<file path="config.mk">
export PLATFORM = sky130hd
export DESIGN_NAME = rx_huge_pages_addr_n
export DESIGN_NICKNAME = d
export VERILOG_FILES = /design/src/rtl/rx_tlp_pkg.sv /design/src/rtl/huge_page_status_ctrl.sv /design/src/rtl/rx_huge_pages_addr_n.sv
export SDC_FILE = /design/constraint.sdc
export NUM_CORES = 1
export LEC_CHECK = 0
export ABC_AREA = 1
export CAP_MARGIN = 25
export CORE_UTILIZATION = 30
export CTS_BUF_LIST = sky130_fd_sc_hd__clkbuf_4 sky130_fd_sc_hd__clkbuf_8
export DETAILED_ROUTE_END_ITERATION = 6
export DONT_BUFFER_PORTS = 1
export HOLD_SLACK_MARGIN = 0.15
export MAX_ROUTING_LAYER = met4
export PLACE_DENSITY = 0.55
export SLEW_MARGIN = 40
export SYNTH_ARGS = -nofsm -noshare
export SYNTH_HDL_FRONTEND = slang
export SYNTH_SLANG_ARGS = --single-unit
export TNS_END_PERCENT = 30
</file>
<file path="constraint.sdc">
create_clock -name trn_clk -period 8.5 [get_ports trn_clk]
set_clock_uncertainty 0.2 [all_clocks]
set_input_delay 2.55 -clock trn_clk [delete_from_list [all_inputs] [get_ports trn_clk]]
set_output_delay 2.55 -clock trn_clk [all_outputs]
set_load 0.05 [all_outputs]
</file>
<file path="src/rtl/rx_tlp_pkg.sv">
// Shared TRN RX definitions: TLP fmt/type codes, receiver FSM encoding and
// the dword byte-swap helper also used by the TX engines.
package rx_tlp_pkg;

  localparam logic [6:0] FMT_MWR32 = 7'h40;
  localparam logic [6:0] FMT_MWR64 = 7'h60;
  localparam logic [6:0] FMT_MRD32 = 7'h00;
  localparam logic [6:0] FMT_MRD64 = 7'h20;

  // Page index wide enough for the largest supported page count (8).
  localparam int PAGE_IDX_W = 3;

  typedef enum logic [2:0] {
    ST_IDLE,
    ST_H32,
    ST_H64,
    ST_D32,
    ST_D64,
    ST_DRAIN
  } rx_state_e;

  function automatic logic [31:0] bswap_dw(input logic [31:0] dw);
    return {dw[7:0], dw[15:8], dw[23:16], dw[31:24]};
  endfunction

endpackage

</file>
<file path="src/rtl/huge_page_status_ctrl.sv">
// Ownership bit for one huge page: unlock hands the page to hardware, free
// returns it; an unlock of an already-owned page raises a one-cycle error.
module huge_page_status_ctrl (
  input  logic trn_clk,
  input  logic reset,
  input  logic unlock_i,
  input  logic free_i,
  output logic status_o,
  output logic err_o
);

  logic status_q, status_d;
  logic err_q, err_d;

  always_comb begin
    // NOTE: every next-state signal gets a default first so no path leaves it unassigned (no latch).
    status_d = status_q;
    err_d    = 1'b0;
    if (unlock_i) begin
      status_d = 1'b1;
      err_d    = status_q;
    end else if (free_i) begin
      status_d = 1'b0;
    end
  end

  // NOTE: sequential state uses non-blocking assignments so all flops update together at the edge.
  always_ff @(posedge trn_clk or posedge reset) begin
    if (reset) begin
      status_q <= 1'b0;
      err_q    <= 1'b0;
    end else begin
      status_q <= status_d;
      err_q    <= err_d;
    end
  end

  assign status_o = status_q;
  assign err_o    = err_q;

endmodule

</file>
<file path="src/rtl/rx_huge_pages_addr_n.sv">
// Passive TRN RX snooper: captures per-page 64-bit huge-page bus addresses and
// unlock doorbells from host MWr32/MWr64 TLPs hitting the selected BAR.
module rx_huge_pages_addr_n
  import rx_tlp_pkg::*;
#(
  parameter int NUM_PAGES      = 2,
  parameter int BAR_HIT        = 2,
  parameter int ADDR_BASE_DW   = 16,
  parameter int UNLOCK_BASE_DW = 24
) (
  input  logic                     trn_clk,
  input  logic                     reset,
  input  logic [63:0]              trn_rd,
  input  logic [7:0]               trn_rrem_n,
  input  logic                     trn_rsof_n,
  input  logic                     trn_reof_n,
  input  logic                     trn_rsrc_rdy_n,
  input  logic                     trn_rsrc_dsc_n,
  input  logic [6:0]               trn_rbar_hit_n,
  input  logic                     trn_rdst_rdy_n,
  output logic [64*NUM_PAGES-1:0]  huge_page_addr,
  output logic [NUM_PAGES-1:0]     huge_page_status,
  input  logic [NUM_PAGES-1:0]     huge_page_free,
  output logic                     unlock_err
);

  rx_state_e              state_q, state_d;
  logic                   beat_valid, sof, eof, dsc, bar_hit, in_hdr;
  logic [6:0]             fmt_type;
  logic [5:0]             hdr_index;
  logic [9:0]             len_q;
  logic [31:0]            shadow_lo_q;
  logic                   pend_q;
  logic [PAGE_IDX_W-1:0]  page_q;
  logic                   addr_hit, unl_hit, addr_take, unl_take;
  logic [PAGE_IDX_W-1:0]  addr_page, unl_page, unlock_page;
  logic                   addr_commit, unlock_commit;
  logic [31:0]            commit_lo, commit_hi;
  logic [64*NUM_PAGES-1:0] addr_q;
  logic [NUM_PAGES-1:0]   unlock_vec, err_vec;

  // The remainder is redundant with the TLP length field.
  logic unused_inputs;
  assign unused_inputs = ^{trn_rrem_n, trn_rbar_hit_n};

  assign beat_valid = ~trn_rsrc_rdy_n & ~trn_rdst_rdy_n;
  assign sof        = beat_valid & ~trn_rsof_n;
  assign eof        = beat_valid & ~trn_reof_n;
  assign dsc        = ~trn_rsrc_dsc_n;
  assign bar_hit    = ~trn_rbar_hit_n[BAR_HIT];
  assign fmt_type   = trn_rd[62:56];
  assign in_hdr     = beat_valid & ((state_q == ST_H32) | (state_q == ST_H64));
  assign hdr_index  = (state_q == ST_H32) ? trn_rd[39:34] : trn_rd[7:2];

  always_comb begin : decode
    addr_hit  = 1'b0;
    unl_hit   = 1'b0;
    addr_page = '0;
    unl_page  = '0;
    for (int k = 0; k < NUM_PAGES; k++) begin
      if ({26'd0, hdr_index} == ADDR_BASE_DW + 2 * k) begin
        addr_hit  = 1'b1;
        addr_page = PAGE_IDX_W'(k);
      end
      if ({26'd0, hdr_index} == UNLOCK_BASE_DW + k) begin
        unl_hit  = 1'b1;
        unl_page = PAGE_IDX_W'(k);
      end
    end
  end

  // An address write ending on its header beat is malformed and ignored.
  assign addr_take = in_hdr & addr_hit & (len_q == 10'd2) & ~eof;
  assign unl_take  = in_hdr & ~addr_take & unl_hit & (len_q != 10'd0);

  always_ff @(posedge trn_clk or posedge reset) begin
    if (reset) state_q <= ST_IDLE;
    else       state_q <= state_d;
  end

  always_comb begin : next_state
    state_d = state_q;
    if (dsc) begin
      state_d = ST_IDLE;
    end else if (beat_valid) begin
      unique case (state_q)
        ST_IDLE: begin
          if (sof && bar_hit) begin
            if (fmt_type == FMT_MWR32)      state_d = ST_H32;
            else if (fmt_type == FMT_MWR64) state_d = ST_H64;
            else if (trn_reof_n)            state_d = ST_DRAIN;
          end
        end
        ST_H32, ST_H64: begin
          if (addr_take) state_d = (state_q == ST_H32) ? ST_D32 : ST_D64;
          else           state_d = eof ? ST_IDLE : ST_DRAIN;
        end
        ST_D32, ST_D64, ST_DRAIN: state_d = eof ? ST_IDLE : ST_DRAIN;
        default:                  state_d = ST_IDLE;
      endcase
    end
  end

  always_comb begin : commit_ctrl
    addr_commit   = 1'b0;
    unlock_commit = 1'b0;
    unlock_page   = page_q;
    commit_lo     = shadow_lo_q;
    commit_hi     = trn_rd[63:32];
    if (state_q == ST_D64) begin
      commit_lo = trn_rd[63:32];
      commit_hi = trn_rd[31:0];
    end
    if (eof && !dsc) begin
      unique case (state_q)
        ST_D32, ST_D64: addr_commit = 1'b1;
        ST_H32, ST_H64: begin
          unlock_commit = unl_take;
          unlock_page   = unl_page;
        end
        ST_DRAIN:       unlock_commit = pend_q;
        default:        ;
      endcase
    end
  end

  // Discontinue drops everything gathered so far for the current TLP.
  always_ff @(posedge trn_clk or posedge reset) begin
    if (reset) begin
      len_q       <= '0;
      shadow_lo_q <= '0;
      pend_q      <= 1'b0;
      page_q      <= '0;
    end else if (dsc) begin
      shadow_lo_q <= '0;
      pend_q      <= 1'b0;
    end else begin
      if (state_q == ST_IDLE && sof && bar_hit) len_q <= trn_rd[41:32];
      if (state_q == ST_H32 && beat_valid)      shadow_lo_q <= trn_rd[31:0];
      if (addr_take)                            page_q <= addr_page;
      if (unl_take && !eof) begin
        pend_q <= 1'b1;
        page_q <= unl_page;
      end
      if (state_q == ST_DRAIN && eof)           pend_q <= 1'b0;
    end
  end

  always_ff @(posedge trn_clk or posedge reset) begin
    if (reset) begin
      addr_q <= '0;
    end else if (addr_commit) begin
      for (int k = 0; k < NUM_PAGES; k++) begin
        if (page_q == PAGE_IDX_W'(k))
          addr_q[64*k +: 64] <= {bswap_dw(commit_hi), bswap_dw(commit_lo)};
      end
    end
  end

  for (genvar k = 0; k < NUM_PAGES; k++) begin : g_page
    assign unlock_vec[k] = unlock_commit & (unlock_page == PAGE_IDX_W'(k));

    huge_page_status_ctrl u_status (
      .trn_clk  (trn_clk),
      .reset    (reset),
      .unlock_i (unlock_vec[k]),
      .free_i   (huge_page_free[k]),
      .status_o (huge_page_status[k]),
      .err_o    (err_vec[k])
    );
  end

  assign huge_page_addr = addr_q;
  assign unlock_err     = |err_vec;

endmodule

</file>
## Word-level counts from Yosys, hierarchy flattened

Cells that the tools add are included.

| word-level totals | value |
|---|---|
| word-level logic and storage cells | 112 |
| bits of input ports | 88 |
| output and inout bits | 131 |
| register bits after elaboration | 181 |

| cells by class | value |
|---|---|
| reduce and logical (&&, ||, !) cells | 24 |
| bitwise operators | 20 |
| equality and inequality tests | 19 |
| mux-type cells | 38 |

Operators by type and width:

| kind | count |
|---|---|
| 32-bit two-way mux | 4 |
| 3-bit two-way mux | 13 |
| 6-bit by 5-bit == test with 1-bit output, second input constant | 4 |
| 1-bit two-way mux | 18 |
| 7-bit == test, second input constant | 2 |
| 1-bit AND | 12 |
| 10-bit by 2-bit == test with 1-bit output, second input constant | 1 |
| 10-bit nonzero test | 1 |
| 3-bit by 1-bit == test with 1-bit output, second input constant | 3 |
| 3-bit logical NOT | 3 |
| 3-bit one-hot mux with 3 select lines | 1 |
| 2-bit AND reduction | 4 |
| 1-bit logical AND | 7 |
| 1-bit inverter | 7 |
| 3-bit by 2-bit == test with 1-bit output, second input constant | 2 |
| 3-bit == test, second input constant | 2 |
| 6-bit two-way mux | 1 |
| 2-bit nonzero test | 3 |
| 2-bit OR reduction | 3 |
| 5-bit inequality test, second input constant | 1 |
| 2-bit by 1-bit inequality test with 1-bit output, second input constant | 2 |
| 3-bit by 1-bit inequality test with 1-bit output, second input constant | 1 |
| 3-bit inequality test, second input constant | 1 |
| 3-bit AND reduction | 1 |
| other kinds (4) | 4 |

## Longest topological paths before layout

Gate-level depths: netlist of run 1.

| depth | value |
|---|---|
| depth after elaboration | 16 |
| gate-level depth with buffers | 13 |
| mapped depth without buffers | 12 |

## By module

Synthesis of run 1 repeated with hierarchy kept, for this count alone.

| second synthesis, totals | value |
|---|---|
| cell total of the unflattened synthesis | 748 |
| area, all modules | 7950.1 µm² |

By module, submodules not included:

| module | seq. area each (µm²) | times used | cells an instance | area an instance (µm²) |
|---|---|---|---|---|
| rx_huge_pages_addr_n | 4379.2 | 1 | 730 | 7797.5 |
| huge_page_status_ctrl | 50.0 | 2 | 9 | 76.3 |

## Worst setup path before layout of run 1

No wires, ideal clock.

| timing path | value |
|---|---|
| path type | input -> register |
| start | in trn_rsrc_dsc_n |
| end | reg addr_q[50], in the netlist huge_page_addr[50] |
| library setup time | 125 ps |
| required time | 8175 ps |
| path buffers | 2 |
| cell stages on the path | 5 |
| setup slack | 4304 ps |
| arrival time | 3872 ps |
| path through | clkbuf_1 > nand2_2 > nor3_4 > buf_6 > mux2_2 |

| on the way | value |
|---|---|
| cells in the longest elaborated chain, start to end | 3 |

RTL lines:

| what | RTL line | RTL |
|---|---|---|
| start: declaration | rx_huge_pages_addr_n.sv:18 | `input logic trn_rsrc_dsc_n,` |
| 1-bit logical AND | rx_huge_pages_addr_n.sv:114 | `if (eof && !dsc) begin` |
| 1-bit two-way mux | rx_huge_pages_addr_n.sv:114 |  |
| 2-bit AND reduction (no line) | - |  |
| end signal: indexed assignment | rx_huge_pages_addr_n.sv:155 | `addr_q[64*k +: 64] <= {bswap_dw(commit_hi), bswap_dw(commit_lo)};` |
| end: declaration | rx_huge_pages_addr_n.sv:39 | `logic [64*NUM_PAGES-1:0] addr_q;` |

Every way passes these cells.
A chain may end at the register's enable or synchronous reset.

## Worst setup path in the final report of run 1

| timing path | value |
|---|---|
| start | in trn_rsrc_rdy_n |
| end | reg addr_q[47], in the netlist huge_page_addr[47] |

| on the way | value |
|---|---|
| cells in the longest elaborated chain, start to end | 6 |

RTL lines:

| what | RTL line | RTL |
|---|---|---|
| start: declaration | rx_huge_pages_addr_n.sv:17 | `input logic trn_rsrc_rdy_n,` |
| 1-bit inverter | rx_huge_pages_addr_n.sv:46 | `assign beat_valid = ~trn_rsrc_rdy_n & ~trn_rdst_rdy_n;` |
| 1-bit AND | rx_huge_pages_addr_n.sv:46 |  |
| 1-bit AND | rx_huge_pages_addr_n.sv:48 | `assign eof = beat_valid & ~trn_reof_n;` |
| 1-bit logical AND | rx_huge_pages_addr_n.sv:114 |  |
| 1-bit two-way mux | rx_huge_pages_addr_n.sv:114 |  |
| 2-bit AND reduction (no line) | - |  |

Every way passes these cells.

==> metrics.txt, run 1 <==
outcome=complete, no violations; starting density of the core=30.50%; Mapped Area=7949 µm²; Leak=4.211 nW; Slew @ Worst Pin=0.7130 ns; synthesized instance count=745; CTS tree=yes; Via Count=5133; Yosys warning count=0; min Tclk post-route=4.001 ns; CP delay by family, top=simple AND/OR/NAND/NOR gates; H-tree Lvls=4; routability cong.=0.8169; crit-path cells=nor2_4 > inv_2 > nor2_4 > nand2_2 > nor3_4 > buf_4 > mux2_2; vias per cell=4.744; CTS Buf Count=17; Worst-Skew Late Latency=0.45 ns; Final ANT Viol Nets=0; setup tns final=0 ns; R2R Setup Slk=5.77 ns; Sink Count=179; PostCTS Resize Cnt=0; PortBufs=0; Top cell by count, worst path=nor2_4; CP max stage cell=buf_4; Cell Rows=59; CP max FO=34; syn_area_per_cell=10.67 µm²; FF-to-FF Start=state_q[1]$_DFFE_PP0P_; final instance area=8647 µm²; Critical Path Source Type=input port; max_slew headroom=52.32%; CP Class=in -> reg; Slew Viols, Final=0; count of final hold-check violations=0; critical path buffer and inverter count=2; DRT Wirelength=19650 µm; Post-DP Area=8215 µm²; post-layout util=33.18%; most common cell after layout, fill and taps aside=dfrtp_1; total global routing track utilization=15.08%; post-CTS setup buffers=0; largest net degree at the start of global routing=127; drt drc=0; Avg WL per Cell=18.16 µm; maximum VDD drop=0.1018 mV; Die W=164.8 µm; Synth Register Bits=179; WHS Path Cells=2; Clock Path Buffers=2; share of layout cells above drive strength 1=23.29%; hold_sp=len_q[3]$_DFFE_PP0P_; max cap viols=0; syn nets=833; vias in the first global route=5169; Post-CTS Hold Fix Bufs=0; initial antenna violation count=0; Final period util=47.07%; Ports=219; GR Overflow Total=0; reg2reg end=huge_page_addr[45]$_DFFE_PP0P_; Hold Crit Class=reg -> reg; PwrDens=205.5 nW/µm²; Detailed Routing Iterations Pass 1=4; Worst-path clk slew=0.10 ns; crit-path max cell delay=0.49 ns; R2R depth=8; Die H=164.8 µm; final net count=822; RSZ-0062 raised after global routing=false; core area=26060 µm²; library cells used by synthesis=26; Synth top area share=56.35%; leading post-synthesis cells by cell area=dfrtp_1, mux2_2, nand2_1; # diodes=0; HPWL after DPL=13330 µm; final setup vio count=0; Synth area leader=dfrtp_1; nature of the critical path endpoint=flip-flop; DRT iter0 DRCs=236; Arr. time, crit path=4.14 ns; Root Buffer=clkbuf_8; die area=27150 µm²; fmax=249.9 MHz; commonest non-fill, non-tap cells in the layout=dfrtp_1, nand2_1, mux2_2; hold endpoint=len_q[3]$_DFFE_PP0P_; Seq/Total Area, Yosys=56.35%; area delta synth->final=8.783%; first-pass GRT wire length=29830 µm; Worst EP required=8.64 ns
[worst max path at each step]
stage / startpoint / endpoint / slack, ns / cells past startpoint
after floorplan: reset / g_page[0].u_status.err_o$_DFF_PP0_ / 0.89 / 1
after global placement: trn_rsrc_rdy_n / huge_page_addr[43]$_DFFE_PP0P_ / 4.01 / 7
after detailed placement: trn_rsrc_rdy_n / huge_page_addr[18]$_DFFE_PP0P_ / 4.01 / 7
after CTS: g_page[1].u_status.err_o$_DFF_PP0_ / unlock_err / 4.48 / 1
after global routing: trn_rsrc_rdy_n / huge_page_addr[45]$_DFFE_PP0P_ / 4.43 / 7
final: trn_rsrc_rdy_n / huge_page_addr[47]$_DFFE_PP0P_ / 4.50 / 7
[layer usage]
layer  vias to the layer above  GRT usage [%]  routed length, µm
li1                       2434              -                  -
met2                       130          22.86               9101
met5                         -              -                  0
met4                         0          4.003                187
met1                      2557          19.31               9010
met3                        12          4.847               1353
[worst register-to-register path, stage by stage, from the launching register on]
cell     delay, ns
dfrtp_1       0.45
nor2_1        0.28
inv_2         0.09
nor2_4        0.09
buf_6         0.51
inv_2         0.45
nand2_1       0.13
o21ai_0       0.13
mux2_2        0.30
[flip-flops by register name (all words and copies together), names as in the netlist]
name and count:
huge_page_addr 128, shadow_lo_q 32, len_q 10, state_q 3, g_page.u_status.err_o 2, g_page.u_status.status_o 2, page_q 1, pend_q 1
[metrics by stage]
stage	hold slack, ns	instances	setup slack [ns]	total power [W]
final	0.3067	1082	4.499	0.001777
after global routing	0.3370	1082	4.433	0.001860
after CTS	0.3101	1082	4.478	0.001805
after detailed placement	0.2811	1050	4.006	0.001150
after global placement	0.2697	1050	4.014	0.001147
after floorplan	0.2537	745	0.8914	0.001113
[power breakdown]
part	switching, W	total, W	internal [W]	leakage [nW]
sequential	0.000122	0.00101	0.000891	2.44
clock	0.000335	0.000648	0.000313	0.215
combinational	0.0000734	0.000116	0.0000428	1.56
[cells by family after synthesis]
logic type             Yosys count  share of synthesized area (%)
AO/OA/AOI/OAI                  121                          8.012
buffers and inverters          129                          7.382
flip-flops                     179                          56.35
multiplexers                   128                          18.13
AND/OR/NAND/NOR                188                          10.12
[Yosys cell counts (all sizes together)]
| cell | instances |
|---|---|
| inv | 91 |
| nor2 | 28 |
| or2 | 1 |
| nor3 | 6 |
| buf | 18 |
| mux2 | 128 |
| clkbuf | 20 |
| nand4 | 5 |
| dfrtp | 179 |
| a21oi | 6 |
| o21a | 1 |
| nand3 | 24 |
| nand3b | 1 |
| nand2 | 123 |
| o21ai | 94 |
| o22ai | 20 |
[area by class of cell]
class | count | area [µm²]
clock inverter | 13 | 170.2
fill | 2629 | 17410
tap | 335 | 419.2
timing repair buffer | 8 | 63.81
clock buffer | 19 | 261.5
sequential | 179 | 4479
inverter | 91 | 354.1
multi-input combinational | 437 | 2899
No activity file was read; power rests on OpenSTA's default activity.
==> run 2, diff against run 1 <==
- PLACE_DENSITY: 0.55 -> 0.56
- clock period: 8.5 -> 3.62 ns (I/O delays scaled with it)
==> metrics.txt, run 2 (synthesis gave the netlist of run 1 again) <==
most common cell after layout, fill and taps aside=dfrtp_1; vias per cell=4.708 (-0.76%); post-CTS setup buffers=0 (unchanged); min Tclk post-route=2.533 ns; P_int=0.002845 W (+130%); Ports=219 (unchanged); share of layout cells above drive strength 1=23.60% (+0.31 points); net switching power=0.001309 W (+150%); commonest non-fill, non-tap cells in the layout=dfrtp_1, nand2_1, mux2_2; max cap viols=0 (unchanged); Arr. time, crit path=2.69 ns (-1.45 ns); Hold Crit Class=reg -> reg; CP startpoint=state_q[2]$_DFFE_PP0P_; Final ANT Viol Nets=0 (unchanged); total global routing track utilization=15.22% (+0.14 points); Gate power share=6.7% (+0.2 points); final setup vio count=0 (unchanged); Root Buffer=clkbuf_8; Worst EP required=3.77 ns (-4.87 ns); Detailed Routing Iterations Pass 1=6 (+2); DRT iter0 DRCs=254 (+7.6%); first-pass GRT wire length=29970 µm (+0.46%); Sink Count=179 (unchanged); CP Class=reg -> reg; Leak=4.225 nW (+0.31%); count of final hold-check violations=0 (unchanged); PortBufs=0 (unchanged); Die W=164.8 µm (unchanged); DP Worst Slack=0.6281 ns (-3.378 ns); PostCTS Resize Cnt=0 (unchanged); nature of the critical path endpoint=flip-flop; RSZ-0062 raised after global routing=false; max FFs per register=128 (unchanged); area delta synth->final=9.492%; Critical Path Source Type=flip-flop; Die H=164.8 µm (unchanged); Clk pwr share=36.0% (-0.5 points); Cell Rows=59 (unchanged); GR Overflow Total=0 (unchanged); Worst-path clk slew=0.10 ns (about the same); FF-to-FF Start=state_q[2]$_DFFE_PP0P_; Final period util=69.99%; Reg power frac=57.3% (+0.3 points); CTS Buf Count=17 (unchanged); drt drc=0 (unchanged); Slew Viols, Final=0 (unchanged); Worst-Skew Late Latency=0.45 ns (about the same); fmax=394.7 MHz; final net count=825 (+0.36%); Slew @ Worst Pin=0.6076 ns (-0.1054 ns); HPWL after DPL=13620 µm (+2.1%); die area=27150 µm² (unchanged); post-layout util=33.40% (+0.22 points); PwrDens=477.2 nW/µm² (+130%); largest net degree at the start of global routing=102 (-20%); # diodes=0 (unchanged); CP max FO=11 (-68%); CTS tree=yes; max_slew headroom=59.38% (+7.1 points); hold_ws=0.3043 ns (-0.002461 ns); initial antenna violation count=0 (unchanged); Post-CTS Hold Fix Bufs=0 (unchanged); hold_sp=len_q[3]$_DFFE_PP0P_; vias in the first global route=5137 (-0.62%); core area=26060 µm² (unchanged); Avg WL per Cell=18.31 µm (+0.79%); outcome=complete, no violations; setup ws final=1.087 ns (-3.412 ns); maximum VDD drop=0.2203 mV (+120%); setup tns final=0 ns (unchanged); Switching Share=31.51% (+1.6 points); Clock Path Buffers=2 (unchanged); DRT Wirelength=19860 µm (+1.1%); H-tree Lvls=4 (unchanged); routability cong.=0.8084 (-1.0%); starting density of the core=30.50% (unchanged); Via Count=5108 (-0.49%)
run 2: cell count changes in the layout (fill, tap and decap cells not counted):
| cell | before | now |
|---|---|---|
| buf_12 | 0 | 4 |
| clkinv_4 | 1 | 4 |
| clkbuf_8 | 19 | 17 |
| clkinv_2 | 2 | 0 |
| clkinv_8 | 0 | 2 |
| inv_6 | 4 | 2 |
| inv_8 | 1 | 3 |
| buf_6 | 1 | 0 |
| bufinv_16 | 3 | 2 |
| clkinvlp_4 | 2 | 3 |
| inv_12 | 1 | 0 |
run 2: worst paths after layout:
check / to / slack, ns / cells after the start
min reg2reg: len_q[3]$_DFFE_PP0P_ / 0.30 / 2
max reg2reg: page_q[0]$_DFFE_PP0P_ / 1.09 / 10
min in group asynchronous: g_page[0].u_status.status_o$_DFFE_PP0P_ / 0.43 / 2
min: len_q[3]$_DFFE_PP0P_ / 0.30 / 2
max: page_q[0]$_DFFE_PP0P_ / 1.09 / 10
max in group asynchronous: shadow_lo_q[20]$_DFFE_PP0P_ / 2.30 / 2
run 2: routing by layer:
metal | routed length (µm) | vias to the layer above | global-route usage [%] | part of all wire [%]
li1 | - | 2444 | - | -
met4 | 279 | 0 | 4.128 | 1.4
met5 | 0 | - | - | 0
met1 | 9069 | 2523 | 19.83 | 46
met3 | 1309 | 15 | 4.646 | 6.6
met2 | 9203 | 126 | 22.80 | 46
run 2: final cells by class:
type | instances | area (µm²)
Clock inverter | 15 | 193.9
Tap cell | 335 | 419.2
Multi-Input combinational cell | 437 | 2899
Timing Repair Buffer | 11 | 132.6
Clock buffer | 17 | 234.0
Inverter | 91 | 345.3
Fill cell | 2643 | 17360
Sequential cell | 179 | 4479
run 2: critical path: stages, from the launching register on:
cell and delay [ns]:
dfrtp_1 0.43, inv_2 0.18, nand3_1 0.39, o21ai_0 0.53, nand2_1 0.09, nor2_1 0.22
nand2_1 0.11, a21oi_1 0.15, nand2_1 0.06, nand2_1 0.05, inv_1 0.03
run 2: power by group through the flow:
stage                     sequential [W]  clock (W)  combinational, W
final                            0.00238    0.00149          0.000280
after detailed placement         0.00242          0          0.000287
after floorplan                  0.00240          0          0.000217
after CTS                        0.00238    0.00155          0.000288
after global placement           0.00242          0          0.000281
after global routing             0.00240    0.00163          0.000327
run 2: metrics by stage:
| stage | cell area, µm² | power [W] | std cells |
|---|---|---|---|
| finish | 8703 | 0.004153 | 1085 |
| global route | 8703 | 0.004355 | 1085 |
| CTS | 8696 | 0.004224 | 1084 |
| detailed placement | 8268 | 0.002708 | 1052 |
| global placement | 8268 | 0.002702 | 1052 |
| floorplan | 7953 | 0.002613 | 745 |
==> run 3, diff against run 2 <==
- PLACE_DENSITY: 0.56 -> 0.55
- clock period: 3.62 -> 2.5 ns (I/O delays scaled with it)
==> metrics.txt, run 3 (synthesis gave the netlist of run 1 again) <==
commonest non-fill, non-tap cells in the layout=dfrtp_1, nand2_1, mux2_2; Via Count=5253 (+2.8%); Die W=164.8 µm (unchanged); GR Overflow Total=0 (unchanged); Clk pwr share=33.4% (-2.6 points); multi-input logic area=2899 µm² (unchanged); Gate power share=7.3% (+0.6 points); Worst EP required=2.65 ns (-1.12 ns); drt drc=0 (unchanged); Reg power frac=59.2% (+1.9 points); Cell Rows=59 (unchanged); share of layout cells above drive strength 1=25.06% (+1.5 points); Arr. time, crit path=2.38 ns (-0.31 ns); number of fillers in the final layout=2610 (-1.2%); initial antenna violation count=0 (unchanged); max_slew headroom=60.69% (+1.3 points); Post-DP Area=8478 µm² (+2.5%); vias in the first global route=5265 (+2.5%); Ports=219 (unchanged); Sink Count=179 (unchanged); Slew Viols, Final=0 (unchanged); min Tclk post-route=2.233 ns (-0.3008 ns); Clock Path Buffers=2 (unchanged); final setup vio count=0 (unchanged); CTS Buf Count=17 (unchanged); post-CTS setup buffers=0 (unchanged); first-pass GRT wire length=30100 µm (+0.46%); P_int=0.003933 W (+38%); outcome=complete, no violations; Slew @ Worst Pin=0.5897 ns (-0.01788 ns); Final Non-Filler Cells=1105 (+1.8%); # diodes=0 (unchanged); core area=26060 µm² (unchanged); reg2reg end=huge_page_addr[107]$_DFFE_PP0P_; max FFs per register=128 (unchanged); CP max FO=40 (+29); Final period util=89.31% (+19 points); H-tree Lvls=4 (unchanged); CP startpoint=state_q[1]$_DFFE_PP0P_; Final ANT Viol Nets=0 (unchanged); net switching power=0.001881 W (+44%); Avg WL per Cell=17.93 µm (-2.1%); Switching Share=32.35% (+0.84 points); final instance area=8886 µm² (+2.1%); area delta synth->final=11.79%; crit path to=huge_page_addr[107]$_DFFE_PP0P_; Placed Cells=1070 (+1.7%); FF-to-FF Start=state_q[1]$_DFFE_PP0P_; CP Class=reg -> reg; vias per cell=4.754 (+0.98%); Hold Crit Class=in -> reg; Worst-path clk slew=0.11 ns (about the same); Leak=4.316 nW (+2.2%); Sequential Area=4479 µm² (unchanged); DRT Wirelength=19810 µm (-0.25%); DRT iter0 DRCs=258 (+1.6%); setup tns final=0 ns (unchanged); post-layout util=34.10% (+0.70 points); PortBufs=0 (unchanged); setup ws final=0.2673 ns (-0.8192 ns); RSZ-0062 raised after global routing=false; total global routing track utilization=15.33% (+0.11 points); final net count=845 (+2.4%); maximum VDD drop=0.2593 mV (+18%); die area=27150 µm² (unchanged); largest net degree at the start of global routing=98 (-3.9%); CTS tree=yes; R2R Setup Slk=0.27 ns (-0.82 ns); most common cell after layout, fill and taps aside=dfrtp_1; Die H=164.8 µm (unchanged); max cap viols=0 (unchanged); Root Buffer=clkbuf_8; fmax=447.9 MHz (+13%); HPWL after DPL=14120 µm (+3.7%); Detailed Routing Iterations Pass 1=6 (unchanged); R2R depth=9 (-1); DP Worst Slack=0.05168 ns (-0.5764 ns); starting density of the core=30.50% (unchanged); nature of the critical path endpoint=flip-flop; PwrDens=654.2 nW/µm² (+37%); count of final hold-check violations=0 (unchanged); routability cong.=0.8070 (-0.17%); Critical Path Source Type=flip-flop; Worst-Skew Late Latency=0.45 ns (about the same)
[run 3: stage by stage]
step / power, W / hold slack (ns)
finish: 0.005813 / 0.2352
global route: 0.006107 / 0.2000
CTS: 0.005932 / 0.1856
detailed placement: 0.003935 / 0.2757
global placement: 0.003925 / 0.2689
floorplan: 0.003783 / 0.2537
[run 3: metal layers]
layer	GRT usage (%)	wire length, µm
met3	4.972	1473
met2	23.19	9175
met5	-	0
met4	4.337	230
met1	19.55	8932
[run 3: worst min path at each step]
stage / from / end / slack (ns) / cells past startpoint
final: trn_rd[8] / shadow_lo_q[8]$_DFFE_PP0P_ / 0.24 / 2
after global placement: len_q[3]$_DFFE_PP0P_ / len_q[3]$_DFFE_PP0P_ / 0.27 / 2
after detailed placement: len_q[3]$_DFFE_PP0P_ / len_q[3]$_DFFE_PP0P_ / 0.28 / 2
after floorplan: len_q[2]$_DFFE_PP0P_ / len_q[2]$_DFFE_PP0P_ / 0.25 / 2
after global routing: trn_rd[8] / shadow_lo_q[8]$_DFFE_PP0P_ / 0.20 / 2
after CTS: trn_rd[8] / shadow_lo_q[8]$_DFFE_PP0P_ / 0.19 / 2
[run 3: final cells by class]
| type | instances | area share [%] |
|---|---|---|
| repair buffers | 31 | 4.112 |
| clock inverters | 15 | 1.619 |
| clock buffers | 17 | 2.633 |
| inverters | 91 | 3.886 |
| well taps | 335 | 4.717 |
| multi-input cells | 437 | 32.62 |
| flip-flops and latches | 179 | 50.41 |
[run 3: worst max-delay path, cell delays in order (launching register included)]
cell and delay [ns]:
dfrtp_1 0.47, nor2_1 0.26, inv_2 0.08, nor2_4 0.14, buf_12 0.21, inv_1 0.05, buf_4 0.23, nand2_1 0.08
o21ai_0 0.11, mux2_2 0.29
[run 3: repair_timing]
action | 4_1_cts | 5_1_grt
resized for setup | 0 | 0
hold endpoints to repair | 84 | 0
endpoints found under the setup margin | 0 | 0
hold buffers | 3 | 0
[run 3: power by group through the flow]
| stage | Combinational (W) | Clock (W) | Sequential, W |
|---|---|---|---|
| floorplan | 0.000314 | 0 | 0.00347 |
| global placement | 0.000423 | 0 | 0.00350 |
| detailed placement | 0.000431 | 0 | 0.00350 |
| CTS | 0.000437 | 0.00205 | 0.00345 |
| global route | 0.000491 | 0.00215 | 0.00346 |
| finish | 0.000426 | 0.00194 | 0.00344 |
